===== src/rtl/noc_pkg.sv =====
// -----------------------------------------------------------------------------
// noc_pkg
// Shared types and constants for the router input-buffer slice.
//   flit_label_t     : HEAD / BODY / TAIL / HEADTAIL packet framing label
//   flit_t           : {flit_label, vc_id, payload}
//   vc_alloc_state_t : per-VC allocation state (IDLE / BUSY / TAIL_IN)
//   VC_NUM           : number of virtual channels per link
// -----------------------------------------------------------------------------
package noc_pkg;

    localparam int VC_NUM    = 4;
    localparam int VC_W      = $clog2(VC_NUM);
    localparam int PAYLOAD_W = 16;

    typedef enum logic [1:0] {
        HEAD     = 2'd0,
        BODY     = 2'd1,
        TAIL     = 2'd2,
        HEADTAIL = 2'd3
    } flit_label_t;

    typedef struct packed {
        flit_label_t           flit_label;
        logic [VC_W-1:0]       vc_id;
        logic [PAYLOAD_W-1:0]  payload;
    } flit_t;

    typedef enum logic [1:0] {
        IDLE    = 2'd0,
        BUSY    = 2'd1,
        TAIL_IN = 2'd2
    } vc_alloc_state_t;

    // True for labels that open a new packet.
    function automatic logic is_head_label(input flit_label_t label);
        return (label == HEAD) || (label == HEADTAIL);
    endfunction

endpackage


===== src/rtl/vc_fifo.sv =====
// -----------------------------------------------------------------------------
// vc_fifo
// Single-VC circular FIFO with first-word fall-through head output.
//   clk, rst  : clock, asynchronous active-high reset
//   wr_en     : push wr_data (ignored when full unless a pop happens too)
//   wr_data   : flit to store
//   rd_en     : pop the head (ignored when empty)
//   head      : flit at the read pointer (valid when !empty)
//   empty     : no flits stored
//   full      : BUFFER_SIZE flits stored
//   count     : number of flits stored
// -----------------------------------------------------------------------------
module vc_fifo
    import noc_pkg::*;
#(
    parameter int BUFFER_SIZE = 8,
    localparam int PTR_W = $clog2(BUFFER_SIZE),
    localparam int CNT_W = $clog2(BUFFER_SIZE) + 1
) (
    input  logic             clk,
    input  logic             rst,
    input  logic             wr_en,
    input  flit_t            wr_data,
    input  logic             rd_en,
    output flit_t            head,
    output logic             empty,
    output logic             full,
    output logic [CNT_W-1:0] count
);

    flit_t             mem_r [BUFFER_SIZE];
    logic [PTR_W-1:0]  wr_ptr_r;
    logic [PTR_W-1:0]  rd_ptr_r;
    logic [CNT_W-1:0]  count_r;
    logic              rd_accept_s;
    logic              wr_accept_s;
    logic              empty_s;
    logic              full_s;

    // Accept qualification: a full FIFO still takes a write when it is popped in the same cycle.
    always_comb begin
        empty_s     = (count_r == {CNT_W{1'b0}});
        full_s      = (count_r == CNT_W'(BUFFER_SIZE));
        rd_accept_s = rd_en & ~empty_s;
        wr_accept_s = wr_en & (~full_s | rd_accept_s);
    end

    // Storage array; contents need no reset because count gates visibility.
    always_ff @(posedge clk) begin
        if (wr_accept_s) begin
            mem_r[wr_ptr_r] <= wr_data;
        end
    end

    // Pointers wrap naturally since BUFFER_SIZE is a power of two.
    always_ff @(posedge clk or posedge rst) begin
        if (rst) begin
            wr_ptr_r <= {PTR_W{1'b0}};
            rd_ptr_r <= {PTR_W{1'b0}};
            count_r  <= {CNT_W{1'b0}};
        end else begin
            if (wr_accept_s) begin
                wr_ptr_r <= wr_ptr_r + PTR_W'(1);
            end
            if (rd_accept_s) begin
                rd_ptr_r <= rd_ptr_r + PTR_W'(1);
            end
            case ({wr_accept_s, rd_accept_s})
                2'b10:   count_r <= count_r + CNT_W'(1);
                2'b01:   count_r <= count_r - CNT_W'(1);
                default: count_r <= count_r;
            endcase
        end
    end

    assign head  = mem_r[rd_ptr_r];
    assign empty = empty_s;
    assign full  = full_s;
    assign count = count_r;

endmodule


===== src/rtl/vc_input_buffer.sv =====
// -----------------------------------------------------------------------------
// vc_input_buffer
// Downstream end of a router link: per-VC FIFOs, on/off credit with hysteresis
// and per-VC packet allocation tracking.
//   clk, rst          : clock, asynchronous active-high reset
//   data_i            : incoming flit; data_i.vc_id selects the VC FIFO
//   is_valid_i        : data_i valid this cycle
//   is_on_off_o[v]    : 1 = upstream may send on VC v
//   is_allocatable_o  : 1 = VC v is free for a new packet
//   read_i[v]         : pop request for VC v from the local stage
//   flit_o[v]         : head flit of VC v (first-word fall-through)
//   is_empty_o[v]     : VC v holds no flits
// Optional build macro NOC_INBUF_OVERFLOW_DET_EN adds overflow_o, a sticky flag
// set the cycle after any write to a full VC is dropped (cleared by rst only).
// -----------------------------------------------------------------------------
module vc_input_buffer
    import noc_pkg::*;
#(
    parameter int BUFFER_SIZE   = 8,
    parameter int OFF_THRESHOLD = 6,
    parameter int ON_THRESHOLD  = 2
) (
    input  logic                clk,
    input  logic                rst,
    input  flit_t               data_i,
    input  logic                is_valid_i,
    output logic [VC_NUM-1:0]   is_on_off_o,
    output logic [VC_NUM-1:0]   is_allocatable_o,
    input  logic [VC_NUM-1:0]   read_i,
    output flit_t [VC_NUM-1:0]  flit_o,
    output logic [VC_NUM-1:0]   is_empty_o
`ifdef NOC_INBUF_OVERFLOW_DET_EN
    ,
    output logic                overflow_o
`endif
);

    localparam int CNT_W = $clog2(BUFFER_SIZE) + 1;

    logic [VC_NUM-1:0]  wr_sel_s;
    logic [VC_NUM-1:0]  wr_acc_s;
    logic [VC_NUM-1:0]  rd_acc_s;
    logic [VC_NUM-1:0]  empty_s;
    logic [VC_NUM-1:0]  full_s;
    logic [CNT_W-1:0]   count_s      [VC_NUM];
    logic [CNT_W-1:0]   count_next_s [VC_NUM];
    logic [VC_NUM-1:0]  on_off_r;
    logic [VC_NUM-1:0]  alloc_r;
    vc_alloc_state_t    state_r      [VC_NUM];

    // Per-VC write select plus the same accept rule the FIFO applies, for count prediction.
    always_comb begin
        for (int v = 0; v < VC_NUM; v++) begin
            wr_sel_s[v] = is_valid_i & (data_i.vc_id == VC_W'(v));
            rd_acc_s[v] = read_i[v] & ~empty_s[v];
            wr_acc_s[v] = wr_sel_s[v] & (~full_s[v] | rd_acc_s[v]);
            case ({wr_acc_s[v], rd_acc_s[v]})
                2'b10:   count_next_s[v] = count_s[v] + CNT_W'(1);
                2'b01:   count_next_s[v] = count_s[v] - CNT_W'(1);
                default: count_next_s[v] = count_s[v];
            endcase
        end
    end

    genvar g;
    generate
        for (g = 0; g < VC_NUM; g++) begin : g_vc
            vc_fifo #(
                .BUFFER_SIZE (BUFFER_SIZE)
            ) u_fifo (
                .clk     (clk),
                .rst     (rst),
                .wr_en   (wr_sel_s[g]),
                .wr_data (data_i),
                .rd_en   (read_i[g]),
                .head    (flit_o[g]),
                .empty   (empty_s[g]),
                .full    (full_s[g]),
                .count   (count_s[g])
            );
        end
    endgenerate

    // On/off credit with hysteresis, evaluated on the count the FIFO will hold after this edge.
    always_ff @(posedge clk or posedge rst) begin
        if (rst) begin
            on_off_r <= {VC_NUM{1'b1}};
        end else begin
            for (int v = 0; v < VC_NUM; v++) begin
                if (count_next_s[v] >= CNT_W'(OFF_THRESHOLD)) begin
                    on_off_r[v] <= 1'b0;
                end else if (count_next_s[v] <= CNT_W'(ON_THRESHOLD)) begin
                    on_off_r[v] <= 1'b1;
                end else begin
                    on_off_r[v] <= on_off_r[v];
                end
            end
        end
    end

    // Allocation FSM per VC; stray HEAD/HEADTAIL in a busy VC and BODY/TAIL in IDLE leave state alone.
    always_ff @(posedge clk or posedge rst) begin
        if (rst) begin
            alloc_r <= {VC_NUM{1'b1}};
            for (int v = 0; v < VC_NUM; v++) begin
                state_r[v] <= IDLE;
            end
        end else begin
            for (int v = 0; v < VC_NUM; v++) begin
                case (state_r[v])
                    IDLE: begin
                        if (wr_acc_s[v] && is_head_label(data_i.flit_label)) begin
                            state_r[v] <= (data_i.flit_label == HEADTAIL) ? TAIL_IN : BUSY;
                            alloc_r[v] <= 1'b0;
                        end else begin
                            state_r[v] <= IDLE;
                            alloc_r[v] <= 1'b1;
                        end
                    end
                    BUSY: begin
                        if (wr_acc_s[v] && (data_i.flit_label == TAIL)) begin
                            state_r[v] <= TAIL_IN;
                        end else begin
                            state_r[v] <= BUSY;
                        end
                        alloc_r[v] <= 1'b0;
                    end
                    TAIL_IN: begin
                        if (rd_acc_s[v] && (count_next_s[v] == {CNT_W{1'b0}})) begin
                            state_r[v] <= IDLE;
                            alloc_r[v] <= 1'b1;
                        end else begin
                            state_r[v] <= TAIL_IN;
                            alloc_r[v] <= 1'b0;
                        end
                    end
                    default: begin
                        state_r[v] <= IDLE;
                        alloc_r[v] <= 1'b1;
                    end
                endcase
            end
        end
    end

`ifdef NOC_INBUF_OVERFLOW_DET_EN
    logic [VC_NUM-1:0] drop_s;
    logic              overflow_r;

    // A write is dropped only when its VC is full and is not popped in the same cycle.
    always_comb begin
        drop_s = wr_sel_s & full_s & ~rd_acc_s;
    end

    // Sticky overflow flag.
    always_ff @(posedge clk or posedge rst) begin
        if (rst) begin
            overflow_r <= 1'b0;
        end else begin
            overflow_r <= overflow_r | (|drop_s);
        end
    end

    // Flag a dropped write as it happens.
    always @(posedge clk) begin
        if (!rst) begin
            assert (drop_s == {VC_NUM{1'b0}})
                else $warning("vc_input_buffer: write to full VC dropped (vc mask %b)", drop_s);
        end
    end

    assign overflow_o = overflow_r;
`endif

    assign is_on_off_o      = on_off_r;
    assign is_allocatable_o = alloc_r;
    assign is_empty_o       = empty_s;

endmodule


===== config.mk =====
export PLATFORM = sky130hd
export DESIGN_NAME = vc_input_buffer
export DESIGN_NICKNAME = d
export VERILOG_FILES = /design/src/rtl/noc_pkg.sv /design/src/rtl/vc_fifo.sv /design/src/rtl/vc_input_buffer.sv
export SDC_FILE = /design/constraint.sdc
export NUM_CORES = 1
export LEC_CHECK = 0
export ABC_AREA = 1
export BUFFER_PORTS_ARGS = -buffer_cell sky130_fd_sc_hd__buf_2
export CAP_MARGIN = 5
export CORE_MARGIN = 5
export CORE_UTILIZATION = 35
export CTS_CLUSTER_DIAMETER = 200
export DETAILED_ROUTE_END_ITERATION = 6
export PLACE_DENSITY = 0.6
export SLEW_MARGIN = 10
export SYNTH_ARGS = -nofsm -noshare
export SYNTH_HDL_FRONTEND = slang
export SYNTH_SLANG_ARGS = --single-unit

===== constraint.sdc =====
create_clock -name clk -period 3 [get_ports clk]
set_input_delay 0.3 -clock clk [delete_from_list [all_inputs] [get_ports clk]]
set_output_delay 0.3 -clock clk [all_outputs]
set_load 0.02 [all_outputs]

==> results of run 1 <==
-- final cells by class --
| cell class | instances | area [sq um] | area share [%] |
|---|---|---|---|
| clock inverters | 45 | 518 | 1.59 |
| diodes | 4 | 10.0 | 0.0307 |
| repair buffers | 187 | 1240 | 3.80 |
| multi-input cells | 1362 | 6650 | 20.4 |
| well taps | 1050 | 1310 | 4.03 |
| clock buffers | 84 | 1880 | 5.75 |
| inverters | 97 | 367 | 1.12 |
| flip-flops and latches | 696 | 20600 | 63.3 |
-- cell families (layout without fill, tap and decap cells) --
logic type	after synthesis	count (layout)	synth area share (%)
simple gates	815	815	12.0
buf+inv	217	413	2.97
xor+xnor	16	16	0.499
compound gates	509	509	9.91
other cells	0	4	0
flops	696	696	73.5
fa+ha+maj	22	22	1.09
-- layout by cell type, fill, tap and decap left out, drive strengths merged, types with 4 or more instances in the layout --
master  count
clkbuf     84
a31oi      80
inv        99
nand3      50
diode       4
buf       185
bufinv      8
dfrtp      48
nor3        7
edfxtp    640
o21ai     332
o21a        4
dfstp       8
nand4      14
a21oi       8
or2         6
o22ai      80
fa          4
xnor2       4
nor2      610
nand2     128
xor2       12
ha         18
clkinv     34
-- per-stage QoR --
step	total power, W	instances	instance area, sq um
floorplan	0.0194	2275	28100
global placement	0.0234	3390	30200
detailed placement	0.0236	3390	30200
CTS	0.0326	3521	32600
global route	0.0341	3521	32600
finish	0.0323	3525	32600
-- path summary, 6_finish.rpt --
check	depth (start not counted)	slack (ns)	from	to
worst max register to register	16	0.76	g_vc[3].u_fifo.count[0]	state_r[1]
min in group asynchronous	3	0.40	rst	g_vc[3].u_fifo.count[3]
worst min-delay path	1	0.03	data_i[16]	g_vc[2].u_fifo.mem_r[0][16]
max in group asynchronous	4	1.87	rst	is_allocatable_o[1]
worst max-delay path	6	0.11	g_vc[3].u_fifo.rd_ptr_r[1]	flit_o[68]
worst min register to register	1	0.43	state_r[1]	state_r[0]
-- sequential cells by signal (all words and copies together) (netlist names) --
register and flops:
g_vc.u_fifo.mem_r 640, g_vc.u_fifo.count 16, g_vc.u_fifo.rd_ptr_r 12, g_vc.u_fifo.wr_ptr_r 12, state_r 8, is_allocatable_o 4, is_on_off_o 4
-- power by group through the flow --
stage	sequential (W)	clock [W]	combinational, W
floorplan	0.0119	0	0.00755
global placement	0.0120	0	0.0114
detailed placement	0.0120	0	0.0116
CTS	0.0118	0.00917	0.0116
global route	0.0119	0.00956	0.0127
finish	0.0118	0.00896	0.0115
-- metal layers --
layer	global-route usage (%)	part of all wire, %
met5	0	0
met4	5.60	2.8
met1	21.6	43
met3	1.93	4.7
met2	28.0	50
-- what timing repair did --
action	in CTS	in global routing
setup buffers	0	0
hold buffers	2	0
endpoints found under the setup margin	0	6
resized for setup	0	4
hold endpoints to repair	30	0
==> qor.yml, run 1 <==
p_int_w: 0.0200
synth_nets: 2324
ys_seq_area_share_pct: 73.5
tritoncts: "yes"
cts_buffers: 72
port_buffers: 118
start_util_pct: 35.4
cts-root-buf: "clkbuf_16"
rsz0062_at_grt: "no"
pwr-share-clk_pct: 27.8
numClockSinks: 696
drt_first_pass_iters: 5
netlist-cell-type-count: 36
critical-path-max-stage-delay_ns: 0.51
status: "finished, final reports clean"
wl_um: 71500
antenna_left: 0
maxSlewHeadroom_pct: 41.4
power_switching_w: 0.0122
routed_via_density: 5.14
path_max_fanout: 36
cts.clk_slew.worst_paths_ns: 0.06
max_freq_mhz: 346
maxSlewViolCount: 0
drive_gt1_share_pct: 15.6
fillers: 7280
yosys.area.top_type: "edfxtp_1"
cp-end-kind: "output pin"
synth-edff-count: 640
clk_latency_ns: 0.62
pin_count: 119
tightest_slew_ns: 0.879
drtIter0Drc: 1416
critPathArrivalTime_ns: 2.59
critPathLaunchType: "flip-flop"
htree_levels: 3
grtUsageTotal_pct: 16.3
num_vias: 18126
timing.hold.ws_ns: 0.0343
drcViolationCount: 0
synth_ff_type: "edfxtp_1"
p_per_area_mw_per_mm2: 989
syn_to_final_growth_pct: 16.2
synth_seq_cells: 696
async_flop_share_pct: 8.05
grt_pass1_wl_um: 109000
ys_top_cells_by_count: "edfxtp_1 (640), nor2_1 (602), o21ai_0 (309)"
path_cells: "inv_2 > o21ai_0 > o22ai_1 > nor2_1 > a31oi_1 > buf_2"
period_share_pct: 96.4
num_rows: 103
utilization_pct: 41.1
core_area_sq_mm: 0.0793
die_h_um: 293
max-cap-violations: 0
cts_buffer_depth: 3
ir_drop_uv: 535
hp-class: "input port to flip-flop"
pwr-share-comb_pct: 35.6
cp_top_family: "buffers and inverters"
syn_area_sq_mm: 0.0281
place_hpwl_um: 42000
overflow: 0
fin_crit_ns: 2.89
setup_viol: 0
seqPwrFrac_pct: 36.6
first_global_vias: 18186
synth.top_cell.area_share_pct: 68.5
criticalPathCategory: "flip-flop to output pin"
layout_setup_ws_ns: 0.108
gp_congestion: 0.808
finalNetCount: 2465
dieArea_sq_mm: 0.0859
synthTopCellsByArea: "edfxtp_1 (68%), nor2_1 (8.1%), o21ai_0 (5.5%), dfrtp_1 (4.3%), a31oi_1 (1.8%)"
synthCells: 2275
die_x_um: 293
slowest_stage: "inv_2"
dpl_worst_slack_ns: 0.635
power.leakage_nw: 11.3
path_buf_inv: 2
setup_tns_ns: 0
avgSynthCellArea_sq_um: 12.3
wire_per_inst_um: 20.3
synthMostInstantiatedCell: "edfxtp_1"
grt_max_degree: 82
yosys_warnings: 0
skew_ns: 0.0246
hold_violations: 0
swShare_pct: 37.9
cp.required_ns: 2.70
grt_antenna_before_repair: 7
(Power assumes the default switching activity.)
==> run 2: changes to the inputs <==
--- a/config.mk
+++ b/config.mk
@@ -10,9 +10,10 @@
 export CAP_MARGIN = 5
 export CORE_MARGIN = 5
 export CORE_UTILIZATION = 35
-export CTS_CLUSTER_DIAMETER = 200
+export CTS_CLUSTER_DIAMETER = 80
 export DETAILED_ROUTE_END_ITERATION = 6
-export PLACE_DENSITY = 0.6
+export GPL_TIMING_DRIVEN = 0
+export PLACE_DENSITY = 0.58
 export SLEW_MARGIN = 10
 export SYNTH_ARGS = -nofsm -noshare
 export SYNTH_HDL_FRONTEND = slang
==> constraint.sdc (replaced) <==
create_clock -name clk -period 2.8 [get_ports clk]
set_input_delay 0.28 -clock clk [delete_from_list [all_inputs] [get_ports clk]]
set_output_delay 0.28 -clock clk [all_outputs]
set_load 0.02 [all_outputs]
==> run 2 against run 1 <==
Clock skew shrank 0.0011 ns. First-iteration DRC count rose by 8.8%. Core utilization up 1.4 points. Critical endpoint is now flit_o[47]. Largest cell class unchanged. Highest routed layer is now met5.
==> qor.yml, run 2 (synthesis gave the netlist of run 1 again) <==
status: "finished, final reports clean"  # unchanged
slowest_stage: "dfrtp_1"  # was inv_2
criticalPathCategory: "flip-flop to output pin"  # unchanged
cts-root-buf: "clkbuf_16"  # unchanged
cp_top_family: "buffers and inverters"  # unchanged
gp_congestion: 0.816  # was 0.808
path_cells: "buf_2 > clkbuf_4 > o21ai_0 > o22ai_1 > nor2_1 > a31oi_2 > buf_4"  # was inv_2 > o21ai_0 > o22ai_1 > nor2_1 > a31oi_1 > buf_2
tritoncts: "yes"  # unchanged
critPathLaunchType: "flip-flop"  # unchanged
drt_first_pass_iters: 5  # unchanged
die_x_um: 293  # unchanged
largest-register: "g_vc.u_fifo.mem_r"  # unchanged
clk_latency_ns: 0.62  # about the same
fillers: 7235  # was 7280
cts_buffer_depth: 3  # unchanged
tightest_slew_ns: 0.925  # was 0.879 ns
die_h_um: 293  # unchanged
p_int_w: 0.0226  # was 0.0200 W
grt_antenna_before_repair: 7  # unchanged
num_vias: 18443  # was 18126
period_share_pct: 98.0
overflow: 0  # unchanged
ir_drop_uv: 810  # was 535 uV
largest_reg_flops: 640  # unchanged
critPathCapture: "flit_o[47]"  # was flit_o[68]
syn_to_final_growth_pct: 20.2  # was 16.2%
maxSlewViolCount: 0  # unchanged
skew_ns: 0.0235  # was 0.0246 ns
pwr-share-clk_pct: 28.5  # was 27.8%
cts.clk_slew.worst_paths_ns: 0.06  # about the same
reg2reg_slack_ns: 0.22  # was 0.76 ns
first_global_vias: 18481  # was 18186
port_buffers: 118  # unchanged
max-cap-violations: 0  # unchanged
routed.top_layer: "met5"  # was met4
final_cells: 3616  # was 3525
dpl_worst_slack_ns: -0.592  # was 0.635 ns
pwr-share-comb_pct: 37.0  # was 35.6%
antenna_left: 0  # unchanged
place_hpwl_um: 47500  # was 42000 um
cts_buffers: 74  # was 72
drcViolationCount: 0  # unchanged
cp.required_ns: 2.52  # was 2.70 ns
routed_via_density: 5.10  # was 5.14
insertedDiodeCount: 0  # was 4
cp-end-kind: "output pin"  # unchanged
power_switching_w: 0.0140  # was 0.0122 W
power_w: 0.0365  # was 0.0323 W
htree_levels: 3  # unchanged
critPathArrivalTime_ns: 2.46  # was 2.59 ns
path_max_fanout: 10  # was 36
grt_pass1_wl_um: 112000  # was 109000 um
max_freq_mhz: 365
met2WireLength_um: 35500  # was 35600 um
numClockSinks: 696  # unchanged
core_area_sq_mm: 0.0793  # unchanged
swShare_pct: 38.2  # was 37.9%
wire_per_inst_um: 20.4  # was 20.3 um
p_per_area_mw_per_mm2: 1080  # was 989 mW/mm^2
pin_count: 119  # unchanged
seqPwrFrac_pct: 34.4  # was 36.6%
num_rows: 103  # unchanged
path_buf_inv: 3  # was 2
setup_viol: 0  # unchanged
cp_num_cells: 7  # was 6
dieArea_sq_mm: 0.0859  # unchanged
r2r-end: "g_vc[1].u_fifo.mem_r[0][0]"  # was state_r[1]
fin_crit_ns: 2.74
r2r_cells: 8  # was 16
hold_violations: 0  # unchanged
drive_gt1_share_pct: 19.5  # was 15.6%
crit_path_start: "g_vc[2].u_fifo.rd_ptr_r[0]"  # was g_vc[3].u_fifo.rd_ptr_r[1]
hp-class: "input port to flip-flop"  # unchanged
maxSlewHeadroom_pct: 38.3  # was 41.4%
wl_met1_um: 31700  # was 30500 um
rr_startpoint: "g_vc[1].u_fifo.count[3]"  # was g_vc[3].u_fifo.count[0]
final_cell_mix: "edfxtp_1 (640), nor2_1 (574), o21ai_0 (309)"  # was edfxtp_1 (640), nor2_1 (589), o21ai_0 (309)
critical-path-max-stage-delay_ns: 0.36  # was 0.51 ns
finalNetCount: 2553  # was 2465
final_common_cell: "edfxtp_1"  # unchanged
drtIter0Drc: 1540  # was 1416
dr_wl_met3_um: 4380  # was 3390 um
power.leakage_nw: 11.8  # was 11.3 nW
grtUsageTotal_pct: 16.8  # was 16.3%
grt_max_degree: 57  # was 82
layout_setup_ws_ns: 0.0569  # was 0.108 ns
start_util_pct: 35.4  # unchanged
wl_um: 73800  # was 71500 um
dpl.cell_count: 3475  # was 3390
==> run 2: cell count changes in the layout (fill, tap and decap cells not counted), moves of 26 or more <==
| cell | delta |
|---|---|
| a31oi_2 | +32 |
| clkbuf_2 | +48 |
| clkbuf_1 | +26 |
| a31oi_1 | -34 |
| buf_4 | -42 |
| buf_8 | +28 |
==> run 2: repair_timing <==
action,CTS,global route
endpoints found under the setup margin,79,78
endpoints found under the hold margin,50,0
pin swaps,2,2
resized for setup,106,71
setup buffers,0,0
hold buffers,3,0
==> run 2: layout make-up <==
cell class                      instances  area, sq um  share of cell area (%)
Buffer                                120          627                    1.86
Clock inverter                         46          569                    1.69
Sequential cell                       696        20600                    61.2
Timing Repair Buffer                  153         1130                    3.36
Clock buffer                           92         2070                    6.15
Tap cell                             1050         1310                    3.90
Inverter                               97          377                    1.12
Multi-Input combinational cell       1362         7000                    20.7
==> run 2: worst min-delay path: cells and delay by family <==
family | cells | cell delay [ns]
XOR/XNOR | 1 | 0.08
buffers and inverters | 1 | 0.13
AND/OR/NAND/NOR | 1 | 0.14
==> run 2: stage by stage <==
stage                     hold WS (ns)  setup TNS [ns]  instance area (sq um)  util (%)
final                           0.0625               0                  33700      42.5
after global routing            0.0520        -0.00771                  33700      42.5
after CTS                       0.0333               0                  33600      42.4
after detailed placement         0.428         -136.61                  30600      38.6
after global placement           0.421         -614.13                  30000      37.8
after floorplan                  0.379               0                  28100         -
==> run 2: how the worst min path moves through the flow <==
stage	to	depth (start not counted)	slack, ns	startpoint
global route	g_vc[3].u_fifo.rd_ptr_r[0]	3	0.05	read_i[3]
finish	g_vc[3].u_fifo.rd_ptr_r[0]	3	0.06	read_i[3]
floorplan	g_vc[0].u_fifo.mem_r[0][0]	0	0.38	data_i[0]
global placement	state_r[6]	1	0.42	state_r[7]
detailed placement	state_r[0]	1	0.43	state_r[1]
CTS	g_vc[3].u_fifo.rd_ptr_r[0]	3	0.03	read_i[3]
==> run 2: power groups by stage <==
stage	combinational [W]	sequential (W)	clock, W
floorplan	0.00809	0.0127	0
finish	0.0135	0.0126	0.0104
CTS	0.0134	0.0126	0.0106
global placement	0.0125	0.0128	0
global route	0.0148	0.0127	0.0110
detailed placement	0.0128	0.0128	0
==> run 2: metal layers <==
| layer | vias up | GRT usage, % |
|---|---|---|
| met5 | - | 0 |
| met3 | 106 | 2.39 |
| met4 | 4 | 5.89 |
| met2 | 586 | 27.8 |
| met1 | 9126 | 22.7 |
| li1 | 8621 | - |
==> run 3: changes to the inputs <==
--- a/config.mk
+++ b/config.mk
@@ -11,9 +11,10 @@
 export CORE_MARGIN = 5
 export CORE_UTILIZATION = 35
 export CTS_CLUSTER_DIAMETER = 80
+export CTS_CLUSTER_SIZE = 40
 export DETAILED_ROUTE_END_ITERATION = 6
 export GPL_TIMING_DRIVEN = 0
-export PLACE_DENSITY = 0.58
+export PLACE_DENSITY = 0.49
 export SLEW_MARGIN = 10
 export SYNTH_ARGS = -nofsm -noshare
 export SYNTH_HDL_FRONTEND = slang
==> run 3 against run 2 <==
Final area fell by 3.9%. Clock-buffer cell count is 52 lower. Global-route usage grew 0.53 points. Highest routed layer is now met4. Final cell count is 2.0% lower. First-iteration DRC count is 5.0% lower. Clock power down 40%. Core utilization shrank 1.6 points. Largest cell class unchanged. Worst hold slack worse by 0.0096 ns.
==> qor.yml, run 3 (synthesis gave the netlist of run 1 again) <==
status: "finished, final reports clean"  # unchanged
num_vias: 18061  # was 18443
tritoncts: "yes"  # unchanged
place_hpwl_um: 49800  # was 47500 um
hp-class: "input port to flip-flop"  # unchanged
core_area_sq_mm: 0.0793  # unchanged
overflow: 0  # unchanged
grtUsageTotal_pct: 17.3  # was 16.8%
place_area_sq_mm: 0.0306  # about the same
setup_tns_ns: 0  # unchanged
period_share_pct: 96.4  # was 98.0%
grt_pass1_wl_um: 114000  # was 112000 um
maxSlewHeadroom_pct: 35.9  # was 38.3%
drcViolationCount: 0  # unchanged
skew_ns: 0.0221  # was 0.0235 ns
start_util_pct: 35.4  # unchanged
multi_input_area_sq_mm: 0.00707  # was 0.00700 sq mm
criticalPathCategory: "flip-flop to output pin"  # unchanged
pin_count: 119  # unchanged
final_common_cell: "edfxtp_1"  # unchanged
antenna_left: 0  # unchanged
grt_max_degree: 36  # was 57
wire_per_inst_um: 21.5  # was 20.4 um
first_global_vias: 17994  # was 18481
dpl_worst_slack_ns: -0.824  # was -0.592 ns
die_h_um: 293  # unchanged
num_rows: 103  # unchanged
fin_crit_ns: 2.70  # was 2.74 ns
cts.clk_slew.worst_paths_ns: 0.11  # was 0.06 ns
hold_violations: 0  # unchanged
port_buffers: 118  # unchanged
numClockSinks: 696  # unchanged
routed_via_density: 5.09  # was 5.10
gp_congestion: 0.797  # was 0.816
setup_viol: 0  # unchanged
final_cell_mix: "edfxtp_1 (640), nor2_1 (574), o21ai_0 (308)"  # was edfxtp_1 (640), nor2_1 (574), o21ai_0 (309)
cp-end-kind: "output pin"  # unchanged
fillers: 7449  # was 7235
dieArea_sq_mm: 0.0859  # unchanged
clk_latency_ns: 0.60  # was 0.62 ns
drtIter0Drc: 1463  # was 1540
grt_antenna_before_repair: 7  # unchanged
critPathLaunchType: "flip-flop"  # unchanged
cp.required_ns: 2.52  # about the same
largest-register: "g_vc.u_fifo.mem_r"  # unchanged
ir_drop_uv: 582  # was 810 uV
largest_reg_flops: 640  # unchanged
layout_setup_ws_ns: 0.102  # was 0.0569 ns
maxSlewViolCount: 0  # unchanged
critPathArrivalTime_ns: 2.42  # was 2.46 ns
regArea_sq_mm: 0.0206  # about the same
path_max_fanout: 10  # unchanged
die_x_um: 293  # unchanged
drt_first_pass_iters: 5  # unchanged
cts_buffers: 35  # was 74
dpl.cell_count: 3474  # was 3475
p_per_area_mw_per_mm2: 1010  # was 1080 mW/mm^2
max_freq_mhz: 371  # was 365 MHz
tightest_slew_ns: 0.961  # was 0.925 ns
cts-root-buf: "clkbuf_16"  # unchanged
cts_buffer_depth: 3  # unchanged
syn_to_final_growth_pct: 15.5  # was 20.2%
finalNetCount: 2518  # was 2553
wl_um: 76300  # was 73800 um
power_w: 0.0326  # was 0.0365 W
design_area_sq_mm: 0.0324  # was 0.0337 sq mm
max-cap-violations: 0  # unchanged
power.leakage_nw: 11.1  # was 11.8 nW
final_cells: 3545  # was 3616
htree_levels: 2  # was 3
drive_gt1_share_pct: 18.0  # was 19.5%
-- run 3: cell types whose count changed in the layout (fill, tap and decap cells not counted), moves of 6 or more --
cell and change:
a31oi_1 +6, clkbuf_8 -10, o22ai_1 -7, clkinv_2 -10, bufinv_16 -11, clkbuf_16 -42
nor2_4 +7, o22ai_2 +7, a31oi_2 -9, clkbuf_1 -6, buf_4 +15, nor2_2 -7
clkinv_1 -8
-- run 3: per-stage QoR --
step           hold WS [ns]  utilization, %
2_1_floorplan         0.379               -
3_3_place_gp          0.421            37.8
3_5_place_dp          0.303            38.6
4_1_cts              0.0250            40.6
5_1_grt              0.0405            40.9
6_report             0.0529            40.9
-- run 3: final timing paths --
check / from / to / slack (ns) / depth (start not counted)
setup / recovery: g_vc[2].u_fifo.rd_ptr_r[0] / flit_o[44] / 0.10 / 8
hold / removal: read_i[2] / g_vc[2].u_fifo.rd_ptr_r[0] / 0.05 / 3
setup reg to reg: g_vc[1].u_fifo.count[0] / g_vc[1].u_fifo.mem_r[7][17] / 0.12 / 9
hold reg to reg: state_r[1] / state_r[0] / 0.43 / 1
max in group asynchronous: rst / is_allocatable_o[1] / 1.96 / 4
min in group asynchronous: rst / g_vc[0].u_fifo.rd_ptr_r[0] / 0.23 / 3
-- run 3: where the power goes --
group          internal (W)  switching (W)
sequential           0.0121       0.000468
clock               0.00255        0.00364
combinational       0.00427        0.00960
-- run 3: final cells by class --
type                       instances  area share (%)
antenna                            1         0.00772
timing repair buffer             157            3.64
clock buffer                      40            2.76
buffer                           120            2.00
clock inverter                    22           0.930
sequential                       696            63.6
inverter                          97            1.16
tap                             1050            4.05
multi-input combinational       1362            21.8
-- run 3: repair_timing --
action,4_1_cts,5_1_grt
endpoints found under the hold margin,23,0
hold buffers,2,0
buffers inserted,0,6
pin swaps,2,10
endpoints found under the setup margin,159,130
resized for setup,130,84
-- run 3: worst max-delay path, cell delays in order (launching register included) --
cell	delay, ns
dfrtp_1	0.40
buf_2	0.19
inv_4	0.12
clkbuf_4	0.21
o21ai_0	0.10
o22ai_1	0.16
nor2_1	0.08
a31oi_2	0.34
buf_4	0.22
-- run 3: per-layer routing --
metal	wire (um)	share of wire, %	global-route usage [%]
met1	33700	44	23.8
met2	36900	48	29.1
met3	3590	4.7	2.46
met4	2090	2.7	4.50
met5	0	0	0
